==> src/rtl/al_logic_dram_defs_pkg.sv <==
// Shared definitions for the multi-read-port distributed RAM: clear
// sequencer state encodings, read-during-write mode selectors and the
// write-lane count derivation.
package al_logic_dram_defs;

  // Clear sequencer states
  typedef enum logic [1:0] {
    ST_IDLE_RST = 2'd0,
    ST_CLEAR    = 2'd1,
    ST_READY    = 2'd2
  } seq_state_t;

  // Read-during-write behaviour selectors
  localparam int RDW_OLD = 0;
  localparam int RDW_NEW = 1;

  // Number of write-enable lanes in a word
  function automatic int num_be(input int data_width, input int byte_width);
    return data_width / byte_width;
  endfunction

endpackage

==> src/rtl/al_logic_dram_clr_seq.sv <==
// Reset / clear sequencer. After reset is released it optionally sweeps
// every word of the array to the init pattern, one word per cycle, and
// reports busy until the array is usable.
module al_logic_dram_clr_seq
  import al_logic_dram_defs::*;
#(
  parameter int ADDR_WIDTH     = 5,
  parameter int DATA_DEPTH     = 32,
  parameter int CLEAR_ON_RESET = 1
) (
  input  logic                  clk,
  input  logic                  rstn,
  output logic                  busy,
  output logic                  clr_we,
  output logic [ADDR_WIDTH-1:0] clr_addr
);

  localparam logic [ADDR_WIDTH-1:0] LAST_ADDR = ADDR_WIDTH'(DATA_DEPTH - 1);

  seq_state_t            state_reg, state_next;
  logic [ADDR_WIDTH-1:0] cnt_reg, cnt_next;
  logic                  busy_reg;

  // State, sweep counter and busy flag; busy tracks the state being entered
  always_ff @(posedge clk) begin
    if (!rstn) begin
      state_reg <= ST_IDLE_RST;
      cnt_reg   <= '0;
      busy_reg  <= 1'b1;
    end else begin
      state_reg <= state_next;
      cnt_reg   <= cnt_next;
      busy_reg  <= (state_next != ST_READY);
    end
  end

  // Next-state logic and clear-write strobe
  always_comb begin
    state_next = state_reg;
    cnt_next   = cnt_reg;
    clr_we     = 1'b0;
    case (state_reg)
      ST_IDLE_RST: begin
        cnt_next   = '0;
        state_next = (CLEAR_ON_RESET != 0) ? ST_CLEAR : ST_READY;
      end
      ST_CLEAR: begin
        // An edge with reset asserted aborts the sweep without writing
        clr_we = rstn;
        if (cnt_reg == LAST_ADDR) begin
          cnt_next   = '0;
          state_next = ST_READY;
        end else begin
          cnt_next = cnt_reg + 1'b1;
        end
      end
      ST_READY: begin
        state_next = ST_READY;
      end
      default: begin
        state_next = ST_IDLE_RST;
      end
    endcase
  end

  assign busy     = busy_reg;
  assign clr_addr = cnt_reg;

endmodule

==> src/rtl/al_logic_dram_mp.sv <==
// Multi-read-port distributed RAM with per-lane write enables, optional
// registered read, selectable read-during-write data and a post-reset
// clear sweep. Read data is on dout (the name "do" is a reserved word).
module al_logic_dram_mp
  import al_logic_dram_defs::*;
#(
  parameter int                    DATA_WIDTH     = 9,
  parameter int                    ADDR_WIDTH     = 5,
  parameter int                    DATA_DEPTH     = 2**ADDR_WIDTH,
  parameter int                    BYTE_WIDTH     = 9,
  parameter int                    NUM_RPORTS     = 2,
  parameter int                    READ_REG       = 0,
  parameter string                 RDW_MODE       = "OLD",
  parameter int                    CLEAR_ON_RESET = 1,
  parameter logic [DATA_WIDTH-1:0] INIT_VALUE     = '0
) (
  input  logic                                       clk,
  input  logic                                       rstn,
  input  logic [DATA_WIDTH-1:0]                      di,
  input  logic [ADDR_WIDTH-1:0]                      waddr,
  input  logic [num_be(DATA_WIDTH, BYTE_WIDTH)-1:0]  we,
  input  logic [NUM_RPORTS*ADDR_WIDTH-1:0]           raddr,
  input  logic [NUM_RPORTS-1:0]                      re,
  output logic [NUM_RPORTS*DATA_WIDTH-1:0]           dout,
  output logic                                       busy
);

  localparam int NUM_BE  = num_be(DATA_WIDTH, BYTE_WIDTH);
  localparam int RDW_SEL = (RDW_MODE == "NEW") ? RDW_NEW : RDW_OLD;

  // Parameter sanity checks
  if (DATA_WIDTH % BYTE_WIDTH != 0) begin : g_chk_lanes
    $error("al_logic_dram_mp: DATA_WIDTH must be a multiple of BYTE_WIDTH");
  end
  if ((RDW_MODE != "OLD") && (RDW_MODE != "NEW")) begin : g_chk_rdw
    $error("al_logic_dram_mp: RDW_MODE must be \"OLD\" or \"NEW\"");
  end
  if (DATA_DEPTH > 2**ADDR_WIDTH) begin : g_chk_depth
    $error("al_logic_dram_mp: DATA_DEPTH exceeds the address range");
  end
  if ((NUM_RPORTS < 1) || (NUM_RPORTS > 4)) begin : g_chk_ports
    $error("al_logic_dram_mp: NUM_RPORTS must be 1..4");
  end

  logic [DATA_WIDTH-1:0] mem [DATA_DEPTH];

  logic                  clr_we;
  logic [ADDR_WIDTH-1:0] clr_addr;
  logic                  waddr_ok;
  logic [NUM_BE-1:0]     lane_we;
  logic [ADDR_WIDTH-1:0] wr_addr;
  logic [DATA_WIDTH-1:0] wr_data;
  logic [NUM_BE-1:0]     wr_lanes;

  al_logic_dram_clr_seq #(
    .ADDR_WIDTH     (ADDR_WIDTH),
    .DATA_DEPTH     (DATA_DEPTH),
    .CLEAR_ON_RESET (CLEAR_ON_RESET)
  ) u_clr_seq (
    .clk      (clk),
    .rstn     (rstn),
    .busy     (busy),
    .clr_we   (clr_we),
    .clr_addr (clr_addr)
  );

  // User lanes that actually land in the array: not busy, not in reset,
  // and the address falls inside the populated depth
  assign waddr_ok = ({1'b0, waddr} < (ADDR_WIDTH + 1)'(DATA_DEPTH));
  assign lane_we  = (rstn && !busy && waddr_ok) ? we : '0;

  // The sweep owns the write port while it runs
  assign wr_addr  = clr_we ? clr_addr : waddr;
  assign wr_data  = clr_we ? INIT_VALUE : di;
  assign wr_lanes = clr_we ? {NUM_BE{1'b1}} : lane_we;

  // Single write port, lane-masked
  always_ff @(posedge clk) begin
    for (int k = 0; k < NUM_BE; k++) begin
      if (wr_lanes[k]) begin
        mem[wr_addr][k*BYTE_WIDTH +: BYTE_WIDTH] <= wr_data[k*BYTE_WIDTH +: BYTE_WIDTH];
      end
    end
  end

  for (genvar gi = 0; gi < NUM_RPORTS; gi++) begin : g_rport
    logic [ADDR_WIDTH-1:0] ra;
    logic                  ra_ok;
    logic [DATA_WIDTH-1:0] word_old;
    logic [DATA_WIDTH-1:0] word_rd;

    assign ra       = raddr[gi*ADDR_WIDTH +: ADDR_WIDTH];
    assign ra_ok    = ({1'b0, ra} < (ADDR_WIDTH + 1)'(DATA_DEPTH));
    assign word_old = ra_ok ? mem[ra] : '0;

    if (RDW_SEL == RDW_NEW) begin : g_new
      // Forward the lanes being written this cycle to a same-address read
      always_comb begin
        word_rd = word_old;
        if (waddr == ra) begin
          for (int k = 0; k < NUM_BE; k++) begin
            if (lane_we[k]) begin
              word_rd[k*BYTE_WIDTH +: BYTE_WIDTH] = di[k*BYTE_WIDTH +: BYTE_WIDTH];
            end
          end
        end
      end
    end else begin : g_old
      assign word_rd = word_old;
    end

    if (READ_REG != 0) begin : g_reg
      logic [DATA_WIDTH-1:0] q_reg;

      // Registered read: cleared in reset and while busy, loads on re
      always_ff @(posedge clk) begin
        if (!rstn || busy) begin
          q_reg <= '0;
        end else if (re[gi]) begin
          q_reg <= word_rd;
        end
      end

      assign dout[gi*DATA_WIDTH +: DATA_WIDTH] = q_reg;
    end else begin : g_async
      // Read enable has no meaning for the combinational read path
      logic unused_re;
      assign unused_re = re[gi];
      assign dout[gi*DATA_WIDTH +: DATA_WIDTH] = busy ? '0 : word_rd;
    end
  end

endmodule
==> config.mk <==
export PLATFORM = sky130hd
export DESIGN_NAME = al_logic_dram_mp
export DESIGN_NICKNAME = d
export VERILOG_FILES = /design/src/rtl/al_logic_dram_defs_pkg.sv /design/src/rtl/al_logic_dram_clr_seq.sv /design/src/rtl/al_logic_dram_mp.sv
export SDC_FILE = /design/constraint.sdc
export NUM_CORES = 1
export LEC_CHECK = 0
export CORE_MARGIN = 1
export CORE_UTILIZATION = 59
export DETAILED_ROUTE_END_ITERATION = 12
export PLACE_DENSITY_LB_ADDON = 0.2
export SLEW_MARGIN = 30
export SYNTH_ARGS = -nofsm -noshare
export SYNTH_HDL_FRONTEND = slang
export SYNTH_SLANG_ARGS = --single-unit
==> constraint.sdc <==
create_clock -name clk -period 2.7 [get_ports clk]
set_input_delay 0.405 -clock clk [delete_from_list [all_inputs] [get_ports clk]]
set_output_delay 0.405 -clock clk [all_outputs]
set_load 0.05 [all_outputs]
# ---- After elaboration in Yosys (flattened, before gate mapping)
# Memory sizes are Yosys's and may differ from the RTL's.
# Index checks and enable logic that the tools add are counted.
dict set report word_totals {
  ram_bits 288
  register_bits 8
  elab_cells 26
  n_memories 1
  output_inout_bits 19
}
dict set report op_classes {
  reduce_logical 4
  eq_ne 4
  n_mux 13
  n_addsub 1
}
# memory words word_bits rd rd_ports_with_merged_regs write_ports line_no
set mem_list {}
lappend mem_list {mem 32 9 2 0 1 al_logic_dram_mp.sv:45} ;# logic [DATA_WIDTH-1:0] mem [DATA_DEPTH];
# op count
set op_table {}
lappend op_table {{9-bit 2-to-1 mux} 3}
lappend op_table {{5-bit 2-to-1 mux} 2}
lappend op_table {{5-bit one-hot mux with 2 select lines} 1}
lappend op_table {{2-bit one-hot mux with 3 select lines} 1}
lappend op_table {{5-bit by 1-bit adder with 5-bit output, second input constant} 1}
lappend op_table {{5-bit equality test, second input constant} 1}
lappend op_table {{1-bit 2-to-1 mux} 5}
lappend op_table {{2-bit by 1-bit equality test with 1-bit output, second input constant} 1}
lappend op_table {{2-bit equality test, second input constant} 1}
lappend op_table {{2-bit logical NOT} 1}
lappend op_table {{2-bit 2-to-1 mux} 1}
lappend op_table {{2-bit inequality test, second input constant} 1}
lappend op_table {{2-bit nonzero test} 1}
lappend op_table {{1-bit logical AND} 1}
lappend op_table {{1-bit logical NOT} 1}

# ---- Depth between registers and ports, before layout
# Gate-level depths: netlist (run 1).
dict set report depth {
  word_depth 6
  depth_mapped 8
  mapped_depth_nobuf 7
}

# ---- Cells and area by module
# A second synthesis (run 1) with hierarchy kept.
dict set report unflattened {
  cells_unflattened 748
  area_unflattened_um2 14236.2
}
# mod n_inst cells_each area_per_inst_um2 seq_area_each_um2
set modules_own_cells {}
lappend modules_own_cells {al_logic_dram_mp 1 710 13860.8 8648.3}
lappend modules_own_cells {al_logic_dram_clr_seq 1 38 375.4 160.2}

# ---- Worst setup path before layout (run 1)
# OpenSTA, ideal clock, no wires.
dict set report synth_timing {
  path_kind {input to output}
  start {input raddr[1]}
  end {output dout[0]}
  path_buffers 4
  setup_slack_ps 9
  cell_stages 8
  arrival_ps 2286
  path_cell_list {buf_6 > buf_12 > buf_12 > nor2b_4 > buf_6 > a221oi_1 > o21ai_0 > a31oi_1}
}
dict set report synth_via {
  elab_chain_len 2
}
# element line_no
set synth_rtl {}
lappend synth_rtl {{from (decl)} al_logic_dram_mp.sv:22} ;# input logic [NUM_RPORTS*ADDR_WIDTH-1:0] raddr,
lappend synth_rtl {{memory 32 x 9 bit} -}
lappend synth_rtl {{9-bit 2-to-1 mux} al_logic_dram_mp.sv:129} ;# assign dout[gi*DATA_WIDTH +: DATA_WIDTH] = busy ? '0 : word_rd;
lappend synth_rtl {{to (decl)} al_logic_dram_mp.sv:24} ;# output logic [NUM_RPORTS*DATA_WIDTH-1:0] dout,
# No other way between the ends.

# ---- Worst setup path after layout (run 1)
dict set report layout_timing {
  start {input raddr[9]}
  end {output dout[15]}
}
# Same word-level chain as after synthesis.

==> results.json, run 1 <==
{
  "status": "completed",
  "grt.overflow.total": 0,
  "drcViolationCount": 0,
  "cts_tree": "built",
  "largest_register_ffs": 288,
  "min_delay_path_depth": 2,
  "finalCriticalPeriod_ns": 2.67,
  "cts_made_buffers": 29,
  "coreArea_um2": 23700,
  "grt_max_degree": 35,
  "via_count": 8386,
  "fin_cells": 1206,
  "cts_root_buf": "clkbuf_16",
  "synth_area_per_cell_um2": 18.9,
  "num_antenna_cells": 0,
  "yosysWarnings": 0,
  "setup_viol": 0,
  "synth_nets": 793,
  "dp_cells": 1153,
  "netlist_area_um2": 14400,
  "slew_viol_final": 0,
  "power.density_nw_per_um2": 601,
  "required_ns": 2.30,
  "post_drt_via_cell_ratio": 6.95,
  "clock-sinks": 296,
  "area_growth_pct": 17.6,
  "die_x_um": 158,
  "cts_hold_buffers": 0,
  "drtAntennaViolNets": 0,
  "drv_cap": 0,
  "min_to": "u_clr_seq.busy",
  "synthFlopType": "edfxtp_1",
  "die_area_um2": 25000,
  "cp.arrival_ns": 2.27,
  "start_kind": "input pin",
  "cts_setup_buffers": 0,
  "antenna_found_initial": 0,
  "utilization": 0.713,
  "synthArstFlopShare": 0,
  "drt_iter0_drc": 1016,
  "ys_seq_area_frac": 0.613,
  "clock_path_buffers": 3,
  "reg2reg_to": "mem[0][0]",
  "nNetsFinal": 898,
  "p_leak_nw": 5.72,
  "wire_per_inst_um": 30.0,
  "worstMarginPinSlew_ns": 0.852,
  "start_util": 0.607,
  "final_cell_mix": "edfxtp_1, mux4_2, buf_4",
  "clk_latency_ns": 0.55,
  "grt_first_pass_wirelength_um": 52400,
  "grt_pass1_vias": 8394,
  "cts.htree.levels": 1,
  "synth-edff-count": 288,
  "syn_inst": 762,
  "critical_path_peak_fanout": 9,
  "finalWirelength_um": 36200,
  "drive_gt1_frac": 0.324,
  "fmax_mhz": 374,
  "gp_congestion": 0.903,
  "crit_type": "in2out",
  "track_usage": 0.300,
  "fin_crit_sh": 0.990,
  "place_hpwl_um": 24000,
  "clk_pin_slew_ns": 0.06,
  "clock_skew_ns": 0.00906,
  "r2r_cells": 6,
  "die_y_um": 158,
  "pin_count": 48,
  "final_common_cell": "edfxtp_1",
  "timing.rr.start": "u_clr_seq.state_reg[1]",
  "first_pass_iters": 5,
  "end_kind": "output port",
  "port_buffers": 45,
  "r2r_slack_ns": 0.34,
  "slew_headroom": 0.428,
  "hold_class": "in2reg",
  "yosys_register_bits": 296,
  "hold_start": "rstn",
  "ys_types": 44,
  "final_hold_viol_count": 0,
  "num_rows": 56,
  "vdd_ir_drop_max_v": 0.000600
}
repair_timing:
action,CTS,global route
cloned,1,1
resized for setup,15,20
pin swaps,2,3
hold endpoints to repair,0,0
setup endpoints to repair,13,16
how the worst max path moves through the flow:
stage | from | endpoint | slack (ns) | cells after the start
after global routing | mem[2][7] | dout[7] | -0.02 | 5
after global placement | raddr[0] | dout[3] | -0.24 | 7
after floorplan | raddr[1] | dout[0] | 0.009 | 8
after CTS | mem[1][3] | dout[3] | -0.03 | 5
after detailed placement | raddr[0] | dout[3] | -0.30 | 7
final | raddr[9] | dout[15] | 0.03 | 5
cell families (layout without fill, tap and decap cells):
group,Yosys count,count (layout),share of synthesized area
AND/OR/NAND/NOR,100,100,0.0345
AO/OA/AOI/OAI,100,100,0.0508
flip-flops,296,296,0.613
multiplexers,206,206,0.263
buffers and inverters,58,183,0.0370
adder cells (fa/ha/maj),2,2,0.00174
cells in the mapped netlist (7+ instances only):
cell type | count | area [um2]
buf_6 | 18 | 203
a22oi_1 | 18 | 135
nor2_1 | 41 | 154
a221o_1 | 18 | 180
o21ai_0 | 15 | 75.1
a221oi_1 | 14 | 123
dfxtp_1 | 8 | 160
buf_4 | 7 | 52.6
a31oi_1 | 18 | 113
mux2i_1 | 77 | 771
buf_2 | 9 | 45.0
edfxtp_1 | 288 | 8650
nand2_1 | 19 | 71.3
and2_1 | 12 | 75.1
clkbuf_8 | 8 | 110
o21ai_1 | 7 | 35.0
mux4_1 | 34 | 893
mux4_2 | 93 | 2090
per-layer routing:
| layer | routed length (um) | track usage |
|---|---|---|
| met5 | 0 | 0 |
| met2 | 17200 | 0.476 |
| met1 | 13900 | 0.424 |
| met3 | 3850 | 0.0506 |
| met4 | 1290 | 0.113 |
metrics by stage:
step | cell area (um2) | hold WS [ns] | TNS [ns] | setup WS, ns | power [mW]
floorplan | 14400 | 0.467 | 0 | 0.00905 | 5.72
global placement | 15700 | 0.523 | -1.47 | -0.244 | 5.98
detailed placement | 15700 | 0.537 | -1.58 | -0.297 | 6.00
CTS | 16800 | 0.444 | -0.0761 | -0.0346 | 10.1
global route | 16900 | 0.472 | -0.0249 | -0.0249 | 10.4
finish | 16900 | 0.442 | 0 | 0.0257 | 10.1
area by class of cell:
cell class,instances,area [um2]
Clock inverter,20,254
Fill cell,1504,6790
Multi-Input combinational cell,408,5200
Timing Repair Buffer,128,1480
Inverter,4,16.3
Clock buffer,31,733
Sequential cell,296,8810
Tap cell,319,399
report_power, final:
part / leakage (nW) / switching, mW / internal [mW]
combinational: 2.55 / 0.482 / 0.389
clock: 0.485 / 1.66 / 2.53
sequential: 2.68 / 0.0119 / 5.08
worst max-delay path: stages:
cell and delay (ns):
clkdlybuf4s50_1 0.66, nor2_1 0.23, a221o_1 0.41, a31oi_1 0.36, buf_12 0.19
Power figures use the tool's default switching activity.
==> run 2, diff against run 1 <==
--- a/config.mk
+++ b/config.mk
@@ -9,6 +9,8 @@
 export CORE_UTILIZATION = 59
 export DETAILED_ROUTE_END_ITERATION = 12
 export PLACE_DENSITY_LB_ADDON = 0.2
+export RECOVER_POWER = 100
+export SKIP_CTS_REPAIR_TIMING = 1
 export SLEW_MARGIN = 30
 export SYNTH_ARGS = -nofsm -noshare
 export SYNTH_HDL_FRONTEND = slang
==> results.json, run 2 (synthesis results as in run 1) <==
{
  "finalWirelength_um": 35600,
  "grt_max_degree": 35,
  "cts_root_buf": "clkbuf_16",
  "wire_per_inst_um": 29.6,
  "final_hold_viol_count": 0,
  "cts_tree": "built",
  "crit_type": "reg2out",
  "min_delay_path_depth": 2,
  "clock-sinks": 296,
  "required_ns": 2.30,
  "slew_headroom": 0.0997,
  "coreArea_um2": 23700,
  "fmax_mhz": 371,
  "num_rows": 56,
  "clock_path_buffers": 3,
  "via_count": 8390,
  "dpl-instance-area_um2": 15700,
  "drv_cap": 0,
  "start_kind": "flop",
  "gp_congestion": 0.903,
  "largest_register_ffs": 288,
  "drcViolationCount": 0,
  "grt_pass1_vias": 8348,
  "grt.overflow.total": 0,
  "setup_viol": 0,
  "slew_viol_final": 0,
  "drive_gt1_frac": 0.292,
  "cts.htree.levels": 1,
  "die_area_um2": 25000,
  "final_cell_mix": "edfxtp_1, mux4_2, mux2i_1",
  "clk_latency_ns": 0.55,
  "antenna_found_initial": 0,
  "fin_crit_sh": 0.998,
  "port_buffers": 45,
  "fillers": 1533,
  "pin_count": 48,
  "die_y_um": 158,
  "drt_iter0_drc": 991,
  "final_common_cell": "edfxtp_1",
  "r2r_cells": 6,
  "power.density_nw_per_um2": 606,
  "hold_class": "in2reg",
  "cp.arrival_ns": 2.29,
  "critical_path_peak_fanout": 2,
  "clock_skew_ns": 0.00701,
  "status": "completed",
  "final_area_um2": 16700,
  "vdd_ir_drop_max_v": 0.000604,
  "cts_made_buffers": 29,
  "first_pass_iters": 5,
  "p_leak_nw": 5.63,
  "track_usage": 0.298,
  "clk_pin_slew_ns": 0.06,
  "worstMarginPinSlew_ns": 1.35,
  "utilization": 0.705,
  "nNetsFinal": 897,
  "post_drt_via_cell_ratio": 6.96,
  "die_x_um": 158,
  "num_antenna_cells": 0,
  "end_kind": "output port",
  "grt_first_pass_wirelength_um": 52100,
  "start_util": 0.607,
  "finalCriticalPeriod_ns": 2.69,
  "area_growth_pct": 16.2,
  "drtAntennaViolNets": 0,
  "place_hpwl_um": 24000
}
run 2: where the power goes:
| part | leakage (nW) | internal [mW] | switching, mW |
|---|---|---|---|
| sequential | 2.68 | 5.08 | 0.0118 |
| combinational | 2.47 | 0.380 | 0.474 |
| clock | 0.485 | 2.53 | 1.65 |
| total | 5.63 | 7.99 | 2.14 |
run 2: critical path: stages (launching register included):
cell and delay, ns:
edfxtp_1 0.38, mux4_1 0.55, mux2i_1 0.27, a221o_1 0.25, a31oi_2 0.10, buf_12 0.20
run 2: cell type report:
class	count	area, um2	area share
clock buffers	31	733	0.0439
clock inverters	20	254	0.0152
inverters	4	16.3	0.000974
multi-input cells	408	5140	0.308
flip-flops and latches	296	8810	0.527
well taps	319	399	0.0239
repair buffers	127	1350	0.0810
run 2: per-stage QoR:
stage | worst slack, ns | hold WS (ns) | setup TNS [ns] | total power, mW | std cells
5_1_grt | -0.0251 | 0.473 | -0.0450 | 10.4 | 1205
3_3_place_gp | -0.244 | 0.523 | -1.47 | 5.98 | 1153
3_5_place_dp | -0.297 | 0.537 | -1.58 | 6.00 | 1153
6_report | 0.00533 | 0.445 | 0 | 10.1 | 1205
2_1_floorplan | 0.00905 | 0.467 | 0 | 5.72 | 762
4_1_cts | -0.309 | 0.444 | -1.81 | 10.1 | 1204
run 2: worst paths after layout:
path / start / to / slack, ns
setup / recovery: mem[10][2] / dout[2] / 0.005
setup reg to reg: u_clr_seq.state_reg[1] / mem[0][0] / 0.19
hold / removal: rstn / u_clr_seq.busy / 0.44
hold reg to reg: u_clr_seq.state_reg[0] / u_clr_seq.state_reg[0] / 0.55
run 2: metal layers:
metal / wire length (um) / track usage
met4: 1350 / 0.115
met5: 0 / 0
met3: 3560 / 0.0487
met1: 13800 / 0.423
met2: 16900 / 0.469
==> run 3, diff against run 2 <==
--- a/config.mk
+++ b/config.mk
@@ -8,6 +8,8 @@
 export CORE_MARGIN = 1
 export CORE_UTILIZATION = 59
 export DETAILED_ROUTE_END_ITERATION = 12
+export DONT_BUFFER_PORTS = 1
+export GPL_TIMING_DRIVEN = 0
 export PLACE_DENSITY_LB_ADDON = 0.2
 export RECOVER_POWER = 100
 export SKIP_CTS_REPAIR_TIMING = 1
==> results.json, run 3 (synthesis results as in run 1) <==
{
  "cts.htree.levels": 1,
  "die_area_um2": 25000,
  "final_area_um2": 16100,
  "place_hpwl_um": 26300,
  "slew_viol_final": 0,
  "antenna_found_initial": 0,
  "cp-startpoint": "u_clr_seq.busy",
  "num_antenna_cells": 0,
  "crit_family": "compound AO/OA/AOI/OAI gates",
  "nNetsFinal": 828,
  "cts_root_buf": "clkbuf_16",
  "min_delay_path_depth": 2,
  "timing.rr.start": "u_clr_seq.state_reg[1]",
  "track_usage": 0.327,
  "die_y_um": 158,
  "rsz0062_at_grt": "yes",
  "clk_latency_ns": 0.57,
  "power.density_nw_per_um2": 602,
  "finalSetupTns_ns": -2.39,
  "start_kind": "flop",
  "finalCriticalPeriod_ns": 2.85,
  "p_leak_nw": 5.23,
  "post_drt_via_cell_ratio": 7.43,
  "timing.critical_path.buf_inv": 2,
  "critical_path_peak_fanout": 10,
  "dpl-instance-area_um2": 14900,
  "finalWorstSetupSlack_ns": -0.146,
  "drv_cap": 0,
  "crit_type": "reg2out",
  "area_growth_pct": 12.3,
  "port_buffers": 0,
  "status": "finished, violations left",
  "drive_gt1_frac": 0.311,
  "path_cells": "clkbuf_2 > clkbuf_8 > a221o_1 > a31oi_4",
  "coreArea_um2": 23700,
  "final_hold_viol_count": 0,
  "drcViolationCount": 0,
  "clock_path_buffers": 3,
  "wire_per_inst_um": 34.7,
  "slew_headroom": 0.248,
  "finalWirelength_um": 39500,
  "clock_skew_ns": 0.0138,
  "hold_class": "in2reg",
  "violations": "setup timing",
  "clock-sinks": 296,
  "largest_register_ffs": 288,
  "grt_first_pass_wirelength_um": 55700,
  "pin_count": 48,
  "grt_pass1_vias": 8331,
  "cp.arrival_ns": 2.44,
  "slowest_delay_ns": 0.48,
  "cp_slowest_cell": "dfxtp_1",
  "clk_pin_slew_ns": 0.06,
  "num_rows": 56,
  "drt_iter0_drc": 1226,
  "die_x_um": 158,
  "first_pass_iters": 5,
  "final_common_cell": "edfxtp_1",
  "start_util": 0.607,
  "r2r_cells": 6,
  "cp.depth": 4,
  "gp_congestion": 0.921,
  "r2r_slack_ns": -0.14,
  "drtAntennaViolNets": 0,
  "grt.overflow.total": 0,
  "final_cell_mix": "edfxtp_1, mux4_2, mux2i_1",
  "grt_max_degree": 33,
  "worstMarginPinSlew_ns": 1.12,
  "setup_viol": 38,
  "cts_made_buffers": 30,
  "end_kind": "output port",
  "via_count": 8452,
  "required_ns": 2.30,
  "fin_crit_sh": 1.05,
  "vdd_ir_drop_max_v": 0.000526,
  "hold_start": "rstn",
  "fmax_mhz": 351,
  "cts_tree": "built"
}
run 3: cell types whose count changed in the layout (fill, tap and decap cells not counted), sizes merged:
cell,change
clkinv,+2
bufinv,-6
clkinvlp,+1
buf,-32
clkbuf,-12
clkdlybuf4s50,-20
run 3: layer usage:
metal  GRT usage  vias up  wire length, um
li1            -     3364                -
met1       0.458     4336            14400
met2       0.508      650            18500
met3      0.0597      102             5060
met4       0.142        0             1620
met5           0        -                0
run 3: final timing paths:
path	to
min	u_clr_seq.clr_addr[4]
max reg2reg	mem[21][2]
min reg2reg	u_clr_seq.clr_addr[3]
max	dout[2]
run 3: worst register-to-register path, delay by kind of cell (launching register included):
kind	cells	cell delay, ns
flops	1	0.30
mux	1	0.30
simple gates	3	1.40
buf+inv	2	0.46
run 3: final cells by class:
| type | instances | area [um2] |
|---|---|---|
| plain buffers | 54 | 522 |
| clock buffers | 37 | 798 |
| clock inverters | 17 | 81.3 |
| fillers | 1553 | 7550 |
| inverters | 4 | 17.5 |
| multi-input cells | 408 | 5480 |
| flip-flops and latches | 296 | 8810 |
| well taps | 319 | 399 |
| repair buffers | 3 | 27.5 |
run 3: where the power goes:
group          switching (mW)  internal [mW]  leakage [nW]
registers              0.0120           5.08          2.68
logic                   0.534          0.327          2.13
clock network            1.69           2.08         0.425
total                    2.23           7.49          5.23
run 3: metrics by stage:
stage	utilization	setup WS, ns	hold slack [ns]	power, mW	cells
2_1_floorplan	-	0.00905	0.467	5.72	762
3_3_place_gp	0.624	-0.617	0.472	5.95	1081
3_5_place_dp	0.631	-0.389	0.478	5.99	1082
4_1_cts	0.668	-0.395	-0.0927	9.65	1136
5_1_grt	0.681	-0.228	0.0954	9.90	1138
6_report	0.681	-0.146	0.0716	9.72	1138
